File: src/rtl/decode_stage.sv
// RV32I decode stage: splits a fetched instruction into register indices, immediate
// and control flags, and holds issue while a source register has a write in flight.
module decode_stage #(
  parameter int XLEN = 32,
  parameter int NREG = 32
) (
  input  logic            clk,
  input  logic            rst,
  input  logic            in_valid,
  output logic            in_ready,
  input  logic [31:0]     in_instr,
  input  logic [XLEN-1:0] in_pc,
  input  logic            flush,
  output logic            out_valid,
  input  logic            out_ready,
  output logic [XLEN-1:0] out_pc,
  output logic [4:0]      out_rs1,
  output logic [4:0]      out_rs2,
  output logic [4:0]      out_rd,
  output logic [XLEN-1:0] out_imm,
  output logic [6:0]      out_opcode,
  output logic [2:0]      out_funct3,
  output logic [6:0]      out_funct7,
  output logic            out_uses_rs1,
  output logic            out_uses_rs2,
  output logic            out_writes_rd,
  output logic            out_illegal,
  input  logic            wb_valid,
  input  logic [4:0]      wb_rd
);

  // Handshake: a beat moves on in_valid & in_ready (input) and out_valid & out_ready
  // (output); the output bundle never changes while out_valid & !out_ready.

  localparam logic [6:0] OPC_LUI    = 7'b0110111;
  localparam logic [6:0] OPC_AUIPC  = 7'b0010111;
  localparam logic [6:0] OPC_JAL    = 7'b1101111;
  localparam logic [6:0] OPC_JALR   = 7'b1100111;
  localparam logic [6:0] OPC_BRANCH = 7'b1100011;
  localparam logic [6:0] OPC_LOAD   = 7'b0000011;
  localparam logic [6:0] OPC_STORE  = 7'b0100011;
  localparam logic [6:0] OPC_OPIMM  = 7'b0010011;
  localparam logic [6:0] OPC_OP     = 7'b0110011;
  localparam logic [6:0] OPC_MISC   = 7'b0001111;
  localparam logic [6:0] OPC_SYSTEM = 7'b1110011;

  logic [6:0]      w_opcode;
  logic [4:0]      w_rd_raw;
  logic [4:0]      w_rs1_raw;
  logic [4:0]      w_rs2_raw;
  logic [31:0]     w_imm_i;
  logic [31:0]     w_imm_s;
  logic [31:0]     w_imm_b;
  logic [31:0]     w_imm_u;
  logic [31:0]     w_imm_j;
  logic [31:0]     w_imm32;
  logic [XLEN-1:0] w_imm;
  logic            w_uses_rs1;
  logic            w_uses_rs2;
  logic            w_wr_class;
  logic            w_writes_rd;
  logic            w_illegal;
  logic [4:0]      w_rs1;
  logic [4:0]      w_rs2;
  logic [4:0]      w_rd;

  logic [NREG-1:0] r_sb;
  logic [NREG-1:0] w_sb_next;
  logic [NREG-1:0] w_wb_mask;
  logic [NREG-1:0] w_pend_eff;
  logic            w_hazard;
  logic            w_in_fire;
  logic            w_out_fire;

  logic            r_out_valid;
  logic [XLEN-1:0] r_out_pc;
  logic [4:0]      r_out_rs1;
  logic [4:0]      r_out_rs2;
  logic [4:0]      r_out_rd;
  logic [XLEN-1:0] r_out_imm;
  logic [6:0]      r_out_opcode;
  logic [2:0]      r_out_funct3;
  logic [6:0]      r_out_funct7;
  logic            r_out_uses_rs1;
  logic            r_out_uses_rs2;
  logic            r_out_writes_rd;
  logic            r_out_illegal;

  assign w_opcode  = in_instr[6:0];
  assign w_rd_raw  = in_instr[11:7];
  assign w_rs1_raw = in_instr[19:15];
  assign w_rs2_raw = in_instr[24:20];

  assign w_imm_i = {{20{in_instr[31]}}, in_instr[31:20]};
  assign w_imm_s = {{20{in_instr[31]}}, in_instr[31:25], in_instr[11:7]};
  assign w_imm_b = {{19{in_instr[31]}}, in_instr[31], in_instr[7], in_instr[30:25],
                    in_instr[11:8], 1'b0};
  assign w_imm_u = {in_instr[31:12], 12'b0};
  assign w_imm_j = {{11{in_instr[31]}}, in_instr[31], in_instr[19:12], in_instr[20],
                    in_instr[30:21], 1'b0};

  always_comb begin
    w_uses_rs1 = 1'b0;
    w_uses_rs2 = 1'b0;
    w_wr_class = 1'b0;
    w_illegal  = 1'b0;
    w_imm32    = 32'd0;
    case (w_opcode)
      OPC_LUI, OPC_AUIPC: begin
        w_wr_class = 1'b1;
        w_imm32    = w_imm_u;
      end
      OPC_JAL: begin
        w_wr_class = 1'b1;
        w_imm32    = w_imm_j;
      end
      OPC_JALR, OPC_LOAD, OPC_OPIMM: begin
        w_uses_rs1 = 1'b1;
        w_wr_class = 1'b1;
        w_imm32    = w_imm_i;
      end
      OPC_BRANCH: begin
        w_uses_rs1 = 1'b1;
        w_uses_rs2 = 1'b1;
        w_imm32    = w_imm_b;
      end
      OPC_STORE: begin
        w_uses_rs1 = 1'b1;
        w_uses_rs2 = 1'b1;
        w_imm32    = w_imm_s;
      end
      OPC_OP: begin
        w_uses_rs1 = 1'b1;
        w_uses_rs2 = 1'b1;
        w_wr_class = 1'b1;
      end
      OPC_MISC, OPC_SYSTEM: begin
        w_imm32 = w_imm_i;
      end
      default: begin
        w_illegal = 1'b1;
      end
    endcase
  end

  always_comb begin
    w_imm       = {XLEN{w_imm32[31]}};
    w_imm[31:0] = w_imm32;
  end

  // x0 is never a real destination, so it neither reserves nor exposes an index.
  assign w_writes_rd = w_wr_class & (w_rd_raw != 5'd0);
  assign w_rs1       = w_uses_rs1  ? w_rs1_raw : 5'd0;
  assign w_rs2       = w_uses_rs2  ? w_rs2_raw : 5'd0;
  assign w_rd        = w_writes_rd ? w_rd_raw  : 5'd0;

  // A writeback landing this cycle already counts as released for issue.
  assign w_wb_mask  = wb_valid ? (NREG'(1) << wb_rd) : '0;
  assign w_pend_eff = r_sb & ~w_wb_mask;
  assign w_hazard   = (w_uses_rs1 & w_pend_eff[w_rs1]) | (w_uses_rs2 & w_pend_eff[w_rs2]);

  assign in_ready   = (~r_out_valid | out_ready) & ~w_hazard & ~flush;
  assign w_in_fire  = in_valid & in_ready;
  assign w_out_fire = r_out_valid & out_ready;

  // Order matters: clears first, then the new reservation so a same-cycle set wins.
  always_comb begin
    w_sb_next = r_sb & ~w_wb_mask;
    if (flush && r_out_valid && r_out_writes_rd) begin
      w_sb_next = w_sb_next & ~(NREG'(1) << r_out_rd);
    end
    if (w_in_fire && w_writes_rd) begin
      w_sb_next = w_sb_next | (NREG'(1) << w_rd);
    end
    w_sb_next[0] = 1'b0;
  end

  always_ff @(posedge clk) begin
    if (rst) begin
      r_sb <= '0;
    end else begin
      r_sb <= w_sb_next;
    end
  end

  always_ff @(posedge clk) begin
    if (rst) begin
      r_out_valid     <= 1'b0;
      r_out_pc        <= '0;
      r_out_rs1       <= 5'd0;
      r_out_rs2       <= 5'd0;
      r_out_rd        <= 5'd0;
      r_out_imm       <= '0;
      r_out_opcode    <= 7'd0;
      r_out_funct3    <= 3'd0;
      r_out_funct7    <= 7'd0;
      r_out_uses_rs1  <= 1'b0;
      r_out_uses_rs2  <= 1'b0;
      r_out_writes_rd <= 1'b0;
      r_out_illegal   <= 1'b0;
    end else if (flush) begin
      r_out_valid <= 1'b0;
    end else if (w_in_fire) begin
      r_out_valid     <= 1'b1;
      r_out_pc        <= in_pc;
      r_out_rs1       <= w_rs1;
      r_out_rs2       <= w_rs2;
      r_out_rd        <= w_rd;
      r_out_imm       <= w_imm;
      r_out_opcode    <= w_opcode;
      r_out_funct3    <= in_instr[14:12];
      r_out_funct7    <= in_instr[31:25];
      r_out_uses_rs1  <= w_uses_rs1;
      r_out_uses_rs2  <= w_uses_rs2;
      r_out_writes_rd <= w_writes_rd;
      r_out_illegal   <= w_illegal;
    end else if (w_out_fire) begin
      r_out_valid <= 1'b0;
    end
  end

  assign out_valid     = r_out_valid;
  assign out_pc        = r_out_pc;
  assign out_rs1       = r_out_rs1;
  assign out_rs2       = r_out_rs2;
  assign out_rd        = r_out_rd;
  assign out_imm       = r_out_imm;
  assign out_opcode    = r_out_opcode;
  assign out_funct3    = r_out_funct3;
  assign out_funct7    = r_out_funct7;
  assign out_uses_rs1  = r_out_uses_rs1;
  assign out_uses_rs2  = r_out_uses_rs2;
  assign out_writes_rd = r_out_writes_rd;
  assign out_illegal   = r_out_illegal;

endmodule

File: config.mk
export PLATFORM = sky130hd
export DESIGN_NAME = decode_stage
export DESIGN_NICKNAME = d
export VERILOG_FILES = /design/src/rtl/decode_stage.sv
export SDC_FILE = /design/constraint.sdc
export NUM_CORES = 1
export LEC_CHECK = 0
export ABC_AREA = 1
export CORE_MARGIN = 2
export CORE_UTILIZATION = 46
export CTS_BUF_LIST = sky130_fd_sc_hd__clkbuf_4 sky130_fd_sc_hd__clkbuf_8
export CTS_CLUSTER_DIAMETER = 150
export DETAILED_ROUTE_END_ITERATION = 7
export PLACE_DENSITY = 0.8
export SYNTH_ARGS = -nofsm -noshare
export SYNTH_HDL_FRONTEND = slang
export SYNTH_SLANG_ARGS = --single-unit
export TNS_END_PERCENT = 1
File: constraint.sdc
create_clock -name clk -period 2.6 [get_ports clk]
set_clock_uncertainty 0.05 [all_clocks]
set_input_delay 0.52 -clock clk [delete_from_list [all_inputs] [get_ports clk]]
set_output_delay 0.52 -clock clk [all_outputs]
set_load 0.02 [all_outputs]
---- After elaboration in Yosys (flattened, before gate mapping) ----
Index checks and enable logic that the tools add are counted.
word-level totals
  bits of input ports ..................... 75
  flip-flop bits (word level) ............. 133
  word-level logic and storage cells ...... 78
  output and inout bits ................... 102
cells by class
  reductions and logical operators ........ 13
  bitwise logic cells ..................... 17
  mux-type cells .......................... 17
  eq/ne operators ......................... 11
  $lt $le $gt $ge ......................... 2
  shifts and indexed selects .............. 3
operators by type and width
  operator                number
  $pmux W32 S5            1
  $mux W32                3
  $shl A1 B5 Y32 const A  3
  $and A32 B32 Y32        2
  $not A32 Y32            2
  $or A32 B32 Y32         1
  $eq A7 B7 Y1 const B    4
  $eq A7 B6 Y1 const B    3
  $mux W5                 3
  $eq A7 B5 Y1 const B    2
  $lt A5 B6 Y1 const B    2
  $reduce_or A11 Y1       1
  $bmux W1 S5             2
  $mux W1                 8
  $and A1 B1 Y1           7
  $eq A7 B2 Y1 const B    1
  $eq A7 B4 Y1 const B    1
  $reduce_or A7 Y1        1
  $reduce_or A6 Y1        1
  $reduce_bool A5 Y1      1
  $reduce_or A5 Y1        1
  $reduce_or A2 Y1        2
  $logic_and A1 B1 Y1     3
  $not A1 Y1              3
  4 further kinds         5

---- Depth between registers and ports, before layout ----
Gate-level depths: netlist of the first run.
  depth in word-level cells ............... 14
  depth in mapped cells ................... 20
  mapped depth without buffers ............ 18

---- Worst setup path before layout of the first run ----
No wires, ideal clock.
  path kind ............................... input port to output port
  from .................................... in in_instr[1]
  to ...................................... out in_ready
  path slack .............................. 0.090 ns
  stages .................................. 15
  required time ........................... 2.030 ns
  arrival time ............................ 1.940 ns
  path buffers ............................ 1
  cell sequence ........................... nand2_2 inv_1 nand2_2 a21oi_2 nand2_2 buf_4 nand2_1 nand3_1 nand3_1 nand3_1 nand3_1 nand2_1 nor2_1 nand3_2 inv_1
between the ends
  longest elaborated chain between the ends .. 11
  elaborated cells on any way between the ends .. 22
  classes of those cells .................. eq/ne (6); mux (8); bitwise (6); reduce/logical (2)
ends and longest elaborated chain
  what                                                            RTL line  text
  from (decl)                                                     11        input logic [31:0] in_instr,
  $eq A7 B6 Y1 (tied with other cells)                            108       case (w_opcode)
  $reduce_or A6 Y1 (no line) or $reduce_or A3 Y1 (tied branches)  --
  $mux W1                                                         108
  $mux W5, on equally long branches                               153, 154
  $bmux W1 S5                                                     160       assign w_hazard = (w_uses_rs1 & w_pend_eff[w_rs1]) | (w_uses_rs2 & w_pend_eff[w_rs2]);
  $mux W1 (implied by the code)                                   160
  $and A1 B1 Y1                                                   160
  $or A1 B1 Y1 *                                                  160
  $not A1 Y1 *                                                    162       assign in_ready = (~r_out_valid | out_ready) & ~w_hazard & ~flush;
  $and A1 B1 Y1 * (2 in a row)                                    162
  to (decl)                                                       10        output logic in_ready,
Every way passes the cells marked *; elsewhere a longest branch is shown, timed or not. The select of a mux whose other input is x is not followed.

---- Final worst setup path of the first run ----
  from .................................... in wb_rd[1]
  to ...................................... out in_ready
between the ends
  longest elaborated chain between the ends .. 11
  elaborated cells on any way between the ends .. 14
  classes of those cells .................. shift (1); mux (5); bitwise (8)
ends and longest elaborated chain
  what                           RTL line  text
  from (decl)                    29        input logic [4:0] wb_rd
  $shl A1 B5 Y32 *               158       assign w_wb_mask = wb_valid ? (NREG'(1) << wb_rd) : '0;
  $mux W32 *                     158
  $not A32 Y32 *                 159       assign w_pend_eff = r_sb & ~w_wb_mask;
  $and A32 B32 Y32 *             159
  $bmux W1 S5                    160
  $mux W1 (implied by the code)  160
  $and A1 B1 Y1                  160
  $or A1 B1 Y1 *                 160
  $not A1 Y1 *                   162
  $and A1 B1 Y1 * (2 in a row)   162
Marks and branches as above.

==> flow_summary.yaml, run 1 <==
timing:
  timing.fmax_mhz: 351.7
  layout_worst_path_cycle_share: 1.094
  setup_viol: 104
  finalMaxSlewViolations: 0
  slew_headroom: 0.5520
  rsz0062_at_grt: "true"
  tightest_slew_ns: 0.6720
  fin_crit_ns: 2.843
  worst_slack_ns: -0.2434
  finalHoldViolations: 0
synthesis:
  muxShareOfSynthArea: 0
  synth_commonest_cells: "nand2_1 (269), dfxtp_1 (132), a21oi_1 (128)"
  syn_nets: 1093
  synthAdderAreaFrac: 0
  synth_xor_area_frac: 0
  postSynth.asyncResetShare: 0
  synth_top_area_cell: "dfxtp_1"
  synth_top_area_share: 0.3908
  yosys_warnings: 0
  synth-seq-cells: 132
  synth.most_common_cell: "nand2_1"
  synth_edf_count: 0
  synth_seq_area_share: 0.3908
  syn_area_mm2: 0.006761
  synth_top_family_by_area: "simple AND/OR/NAND/NOR gates"
  ys.flop_type: "dfxtp_1"
  yosys-top-cells-area: "dfxtp_1 (39%), nand2_1 (15%), a21oi_1 (9.5%)"
  yosysUniqueCellTypes: 32
  syn_avg_cell_area_um2: 6.642
  synth-simple-area-share: 0.3336
  syn_inst: 1018
  synth_compound_area_frac: 0.1858
finish:
  antenna_cells: 0
  nNetsFinal: 1413
  area_growth_pct: 62.79
  layout-drive-gt1-share: 0.2961
  final_area_mm2: 0.01101
clocking:
  clk_pin_slew_ns: 0.08
  cts_num_sinks: 132
  clockRootBuffer: "clkbuf_8"
  clockBufferDepth: 2
  cts.htree.levels: 4
  cts_buffers: 17
  cts_tree: "done"
  clk_latency_ns: 0.46
  cts_hold_buf: 0
placement:
  dp_hpwl_um: 17970
  place_ws_ns: -1.154
  place_area_mm2: 0.009716
  place_congestion: 0.9965
  port_buffers: 176
global_routing:
  grtUsageTotal: 0.3172
  grt_pass1_wl_um: 39890
  grt_pass1_vias: 7989
  antenna_found_initial: 0
  grt.overflow.total: 0
  grt_max_degree: 55
floorplan:
  io_pins: 177
  initial_core_util: 0.4688
  die_y_um: 125.2
  die_area_mm2: 0.01569
  die_w_um: 125.2
  num_rows: 44
  core_area_mm2: 0.01442
critical_path:
  cp.required_ns: 2.03
  worst_ep_arrival_time_ns: 2.27
  startpoint_type: "input pin"
  worstSetupEndpointType: "output port"
  path_max_fanout: 7
  crit_type: "input pin to output port"
job:
  maxCapViolations: 0
drt:
  detail_route.iter0.violations: 715
  drtAntennaViolNets: 0
  via_per_inst: 5.498
  routedWlPerCell_um: 16.98
  remaining_drc_errors: 0
  drt_pass1_iterations: 6
  wirelength_um: 26060
  via_count: 8440
power_and_ir_drop:
  ir_drop_mv: 0.3333
  combPwrFrac: 0.181
  p_int_mw: 3.262
  p_per_area_mw_per_mm2: 422.2
  p_sw_mw: 1.385
  pwr-share-seq: 0.453
  p_leak_nw: 4.364
  p_sw_frac: 0.2981
  clkPwrFrac: 0.366
hold_path:
  min-delay-path-class: "input pin to flop"
outcome:
  status: "finished, violations left"
  violations: "negative setup slack"
what timing repair did:
item,4_1_cts,5_1_grt
resized for setup,220,62
buffers inserted,28,1
gates cloned,3,0
pin swaps,50,19
setup endpoints to repair,133,132
worst paths after layout:
check / end / slack [ns] / start / cells after the start
worst max-delay path: in_ready / -0.24 / wb_rd[1] / 15
worst min-delay path: out_opcode[3] / 0.28 / in_instr[3] / 3
worst max register to register: out_imm[11] / 0.24 / r_sb[17] / 16
worst min register to register: out_rs2[1] / 0.42 / out_rs2[1] / 2
power by group through the flow:
| stage | Combinational (mW) | Clock (mW) | Sequential [mW] |
|---|---|---|---|
| 3_5_place_dp | 0.745 | 0 | 2.15 |
| 6_report | 0.839 | 1.70 | 2.11 |
| 5_1_grt | 0.888 | 1.82 | 2.11 |
| 2_1_floorplan | 0.264 | 0 | 2.22 |
| 3_3_place_gp | 0.740 | 0 | 2.15 |
| 4_1_cts | 0.808 | 1.71 | 2.11 |
through the flow:
step / std cells / power, mW / setup TNS [ns] / util / hold WS (ns)
2_1_floorplan: 1018 / 2.484 / 0 / - / 0.4762
4_1_cts: 1534 / 4.623 / -0.08858 / 0.7503 / 0.2652
5_1_grt: 1535 / 4.820 / -12.73 / 0.7631 / 0.2798
6_report: 1535 / 4.647 / -7.836 / 0.7631 / 0.2816
3_5_place_dp: 1471 / 2.898 / -116.66 / 0.6736 / 0.4051
3_3_place_gp: 1471 / 2.891 / -113.12 / 0.6736 / 0.3992
kinds of logic after synthesis:
family / Yosys count
and+or+nand+nor: 523
AOI/OAI and AO/OA: 223
buffers and inverters: 140
DFF: 132
worst max-delay path, stage by stage:
cell     delay, ns
buf_2         0.18
inv_1         0.11
nor2_1        0.15
nand3_2       0.12
o21a_1        0.25
nand2_2       0.10
nand3_2       0.09
nand3_2       0.10
nand3_2       0.10
nand2_2       0.10
nor2_2        0.04
nor2_2        0.14
nand3_2       0.09
inv_2         0.06
buf_6         0.11
state kept, by name (all words and copies together) (netlist names), 3 cells and up:
name / flops
out_funct3: 3
out_rs2: 5
out_rd: 5
out_opcode: 7
out_funct7: 7
r_sb: 31
out_rs1: 5
out_imm: 32
out_pc: 32
cell usage in the layout (no fill, tap or decap), types with 8 or more instances in the layout:
cell type,synthesis,routed
nand2_1,269,249
clkdlybuf4s50_1,0,158
buf_4,3,147
dfxtp_1,132,132
a21oi_1,128,117
nand3_1,125,91
inv_1,77,66
nor2_1,78,44
o21ai_0,44,39
nand3_2,3,34
nor2_2,5,29
nand2_2,15,29
buf_6,5,21
a21oi_2,10,19
clkbuf_8,0,18
nor3_1,16,14
nor2_4,3,13
buf_12,0,13
a21boi_2,0,12
inv_2,8,10
o211ai_1,8,8
final cells by class:
type	count	area (um^2)
Clock buffer	19	255.2
Tap cell	184	230.2
Sequential cell	132	2643
Timing Repair Buffer	352	3276
Fill cell	1022	3417
Clock inverter	13	125.1
Multi-Input combinational cell	749	4118
Inverter	86	360.3
routing by layer:
metal / up-vias / global-route usage / share of wire
met3: 127 / 0.09457 / 0.097
met1: 3877 / 0.3812 / 0.39
met2: 436 / 0.5224 / 0.46
met4: 0 / 0.1484 / 0.051
met5: - / 0 / 0
li1: 4000 / - / -
Power figures use the tool's default switching activity.
==> run 2, diff against run 1 <==
- CORE_ASPECT_RATIO: not set -> 2
==> flow_summary.yaml, run 2 (synthesis gave the netlist of run 1 again) <==
timing:
  finalHoldViolations: 0
  tightest_slew_ns: 0.8484
  slew_headroom: 0.4344
  hold_slack_ns: 0.3104
  fin_crit_ns: 2.873
  layout_worst_path_cycle_share: 1.105
  worst_slack_ns: -0.2727
  setup_viol: 85
  timing.fmax_mhz: 348.1
  finalMaxSlewViolations: 0
  rsz0062_at_grt: "true"
hold_path:
  min-delay-path-class: "input pin to flop"
  hp-start: "in_instr[1]"
critical_path:
  critPathLaunch: "in_instr[0]"
  worst_ep_arrival_time_ns: 2.30
  worstSetupEndpointType: "output port"
  cp.required_ns: 2.03
  startpoint_type: "input pin"
  crit_type: "input pin to output port"
  path_max_fanout: 8
  r2r-start: "r_sb[1]"
floorplan:
  num_rows: 62
  die_w_um: 89.73
  io_pins: 177
  initial_core_util: 0.4711
  die_y_um: 175.5
  core_area_mm2: 0.01435
  die_area_mm2: 0.01574
global_routing:
  grt_pass1_wl_um: 44980
  grt.overflow.total: 0
  grtUsageTotal: 0.3674
  antenna_found_initial: 0
  grt_pass1_vias: 8720
  grt_max_degree: 58
finish:
  nFillCells: 1125
  register_area_mm2: 0.002643
  area_growth_pct: 62.82
  final_area_mm2: 0.01101
  layoutNonFillerInstCount: 1533
  multi_input_area_mm2: 0.004146
  layout-drive-gt1-share: 0.2975
  nNetsFinal: 1407
  layout_common_cells: "nand2_1 (254), clkdlybuf4s50_1 (159), buf_4 (147)"
  antenna_cells: 0
  final_common_cell: "nand2_1"
outcome:
  status: "finished, violations left"
  violations: "negative setup slack"
drt:
  via_per_inst: 5.540
  detail_route.iter0.violations: 504
  via_count: 8493
  remaining_drc_errors: 0
  routedWlPerCell_um: 19.32
  drtAntennaViolNets: 0
  drt_pass1_iterations: 5
  wirelength_um: 29610
clocking:
  cts_num_sinks: 132
  cts.htree.levels: 4
  clk_latency_ns: 0.47
  clockRootBuffer: "clkbuf_8"
  cts_buffers: 17
  cts_tree: "done"
  clk_pin_slew_ns: 0.06
  clockBufferDepth: 2
placement:
  dp_cells: 1473
  port_buffers: 176
  place_congestion: 1.072
  dp_hpwl_um: 21210
  place_area_mm2: 0.009731
power_and_ir_drop:
  power_mw: 4.549
  ir_drop_mv: 0.4892
  p_per_area_mw_per_mm2: 413.2
  p_leak_nw: 4.374
job:
  maxCapViolations: 0
## run 2: timing repair
action | CTS | global route
endpoints found under the setup margin | 133 | 131
gates cloned | 3 | 0
gates resized for setup | 216 | 57
pin swaps | 80 | 12
hold buffers | 0 | 0
buffers inserted | 26 | 3
## run 2: area by class of cell
| cell class | count | share of cell area |
|---|---|---|
| Multi-Input combinational cell | 747 | 0.3766 |
| Timing Repair Buffer | 348 | 0.2994 |
| Sequential cell | 132 | 0.2400 |
| Inverter | 86 | 0.03159 |
| Clock buffer | 21 | 0.02512 |
| Tap cell | 192 | 0.02182 |
| Clock inverter | 7 | 0.005455 |
## run 2: per-stage QoR
stage          setup slack, ns  utilization  setup TNS (ns)
5_1_grt                -0.4218       0.7671          -27.99
2_1_floorplan          0.08977            -               0
3_3_place_gp            -1.202       0.6780         -116.24
6_report               -0.2727       0.7671          -12.16
4_1_cts                -0.1891       0.7503          -5.416
3_5_place_dp            -1.260       0.6780         -123.18
## run 2: power by group
part	total, mW	leakage (nW)	switching, mW	internal (mW)
clock network	1.58	0.183	0.787	0.794
registers	2.11	1.07	0.0325	2.08
logic	0.858	3.12	0.466	0.392
## run 2: final timing paths
path | end | slack, ns | cells after the start
setup reg to reg | out_imm[8] | 0.13 | 17
setup / recovery | in_ready | -0.27 | 17
hold / removal | out_opcode[1] | 0.31 | 3
hold reg to reg | out_rs1[1] | 0.41 | 2
## run 2: metal layers
metal	global-route usage	vias to the layer above	part of all wire
li1	-	3984	-
met4	0.3276	0	0.10
met2	0.6742	367	0.53
met3	0.09224	173	0.059
met5	0	-	0
met1	0.3257	3969	0.31
## run 2: critical path: stages
cell and delay, ns:
buf_8 0.08, nand2_4 0.05, buf_6 0.12, nor2_4 0.18, o21ai_4 0.11, nor2_4 0.19, buf_12 0.18, nand2_1 0.09
nand3_2 0.08, nand3_2 0.07, nand3_2 0.08, nand2_1 0.07, nor2_2 0.15, nor2_4 0.06, nand3_4 0.10, inv_2 0.04
buf_6 0.12
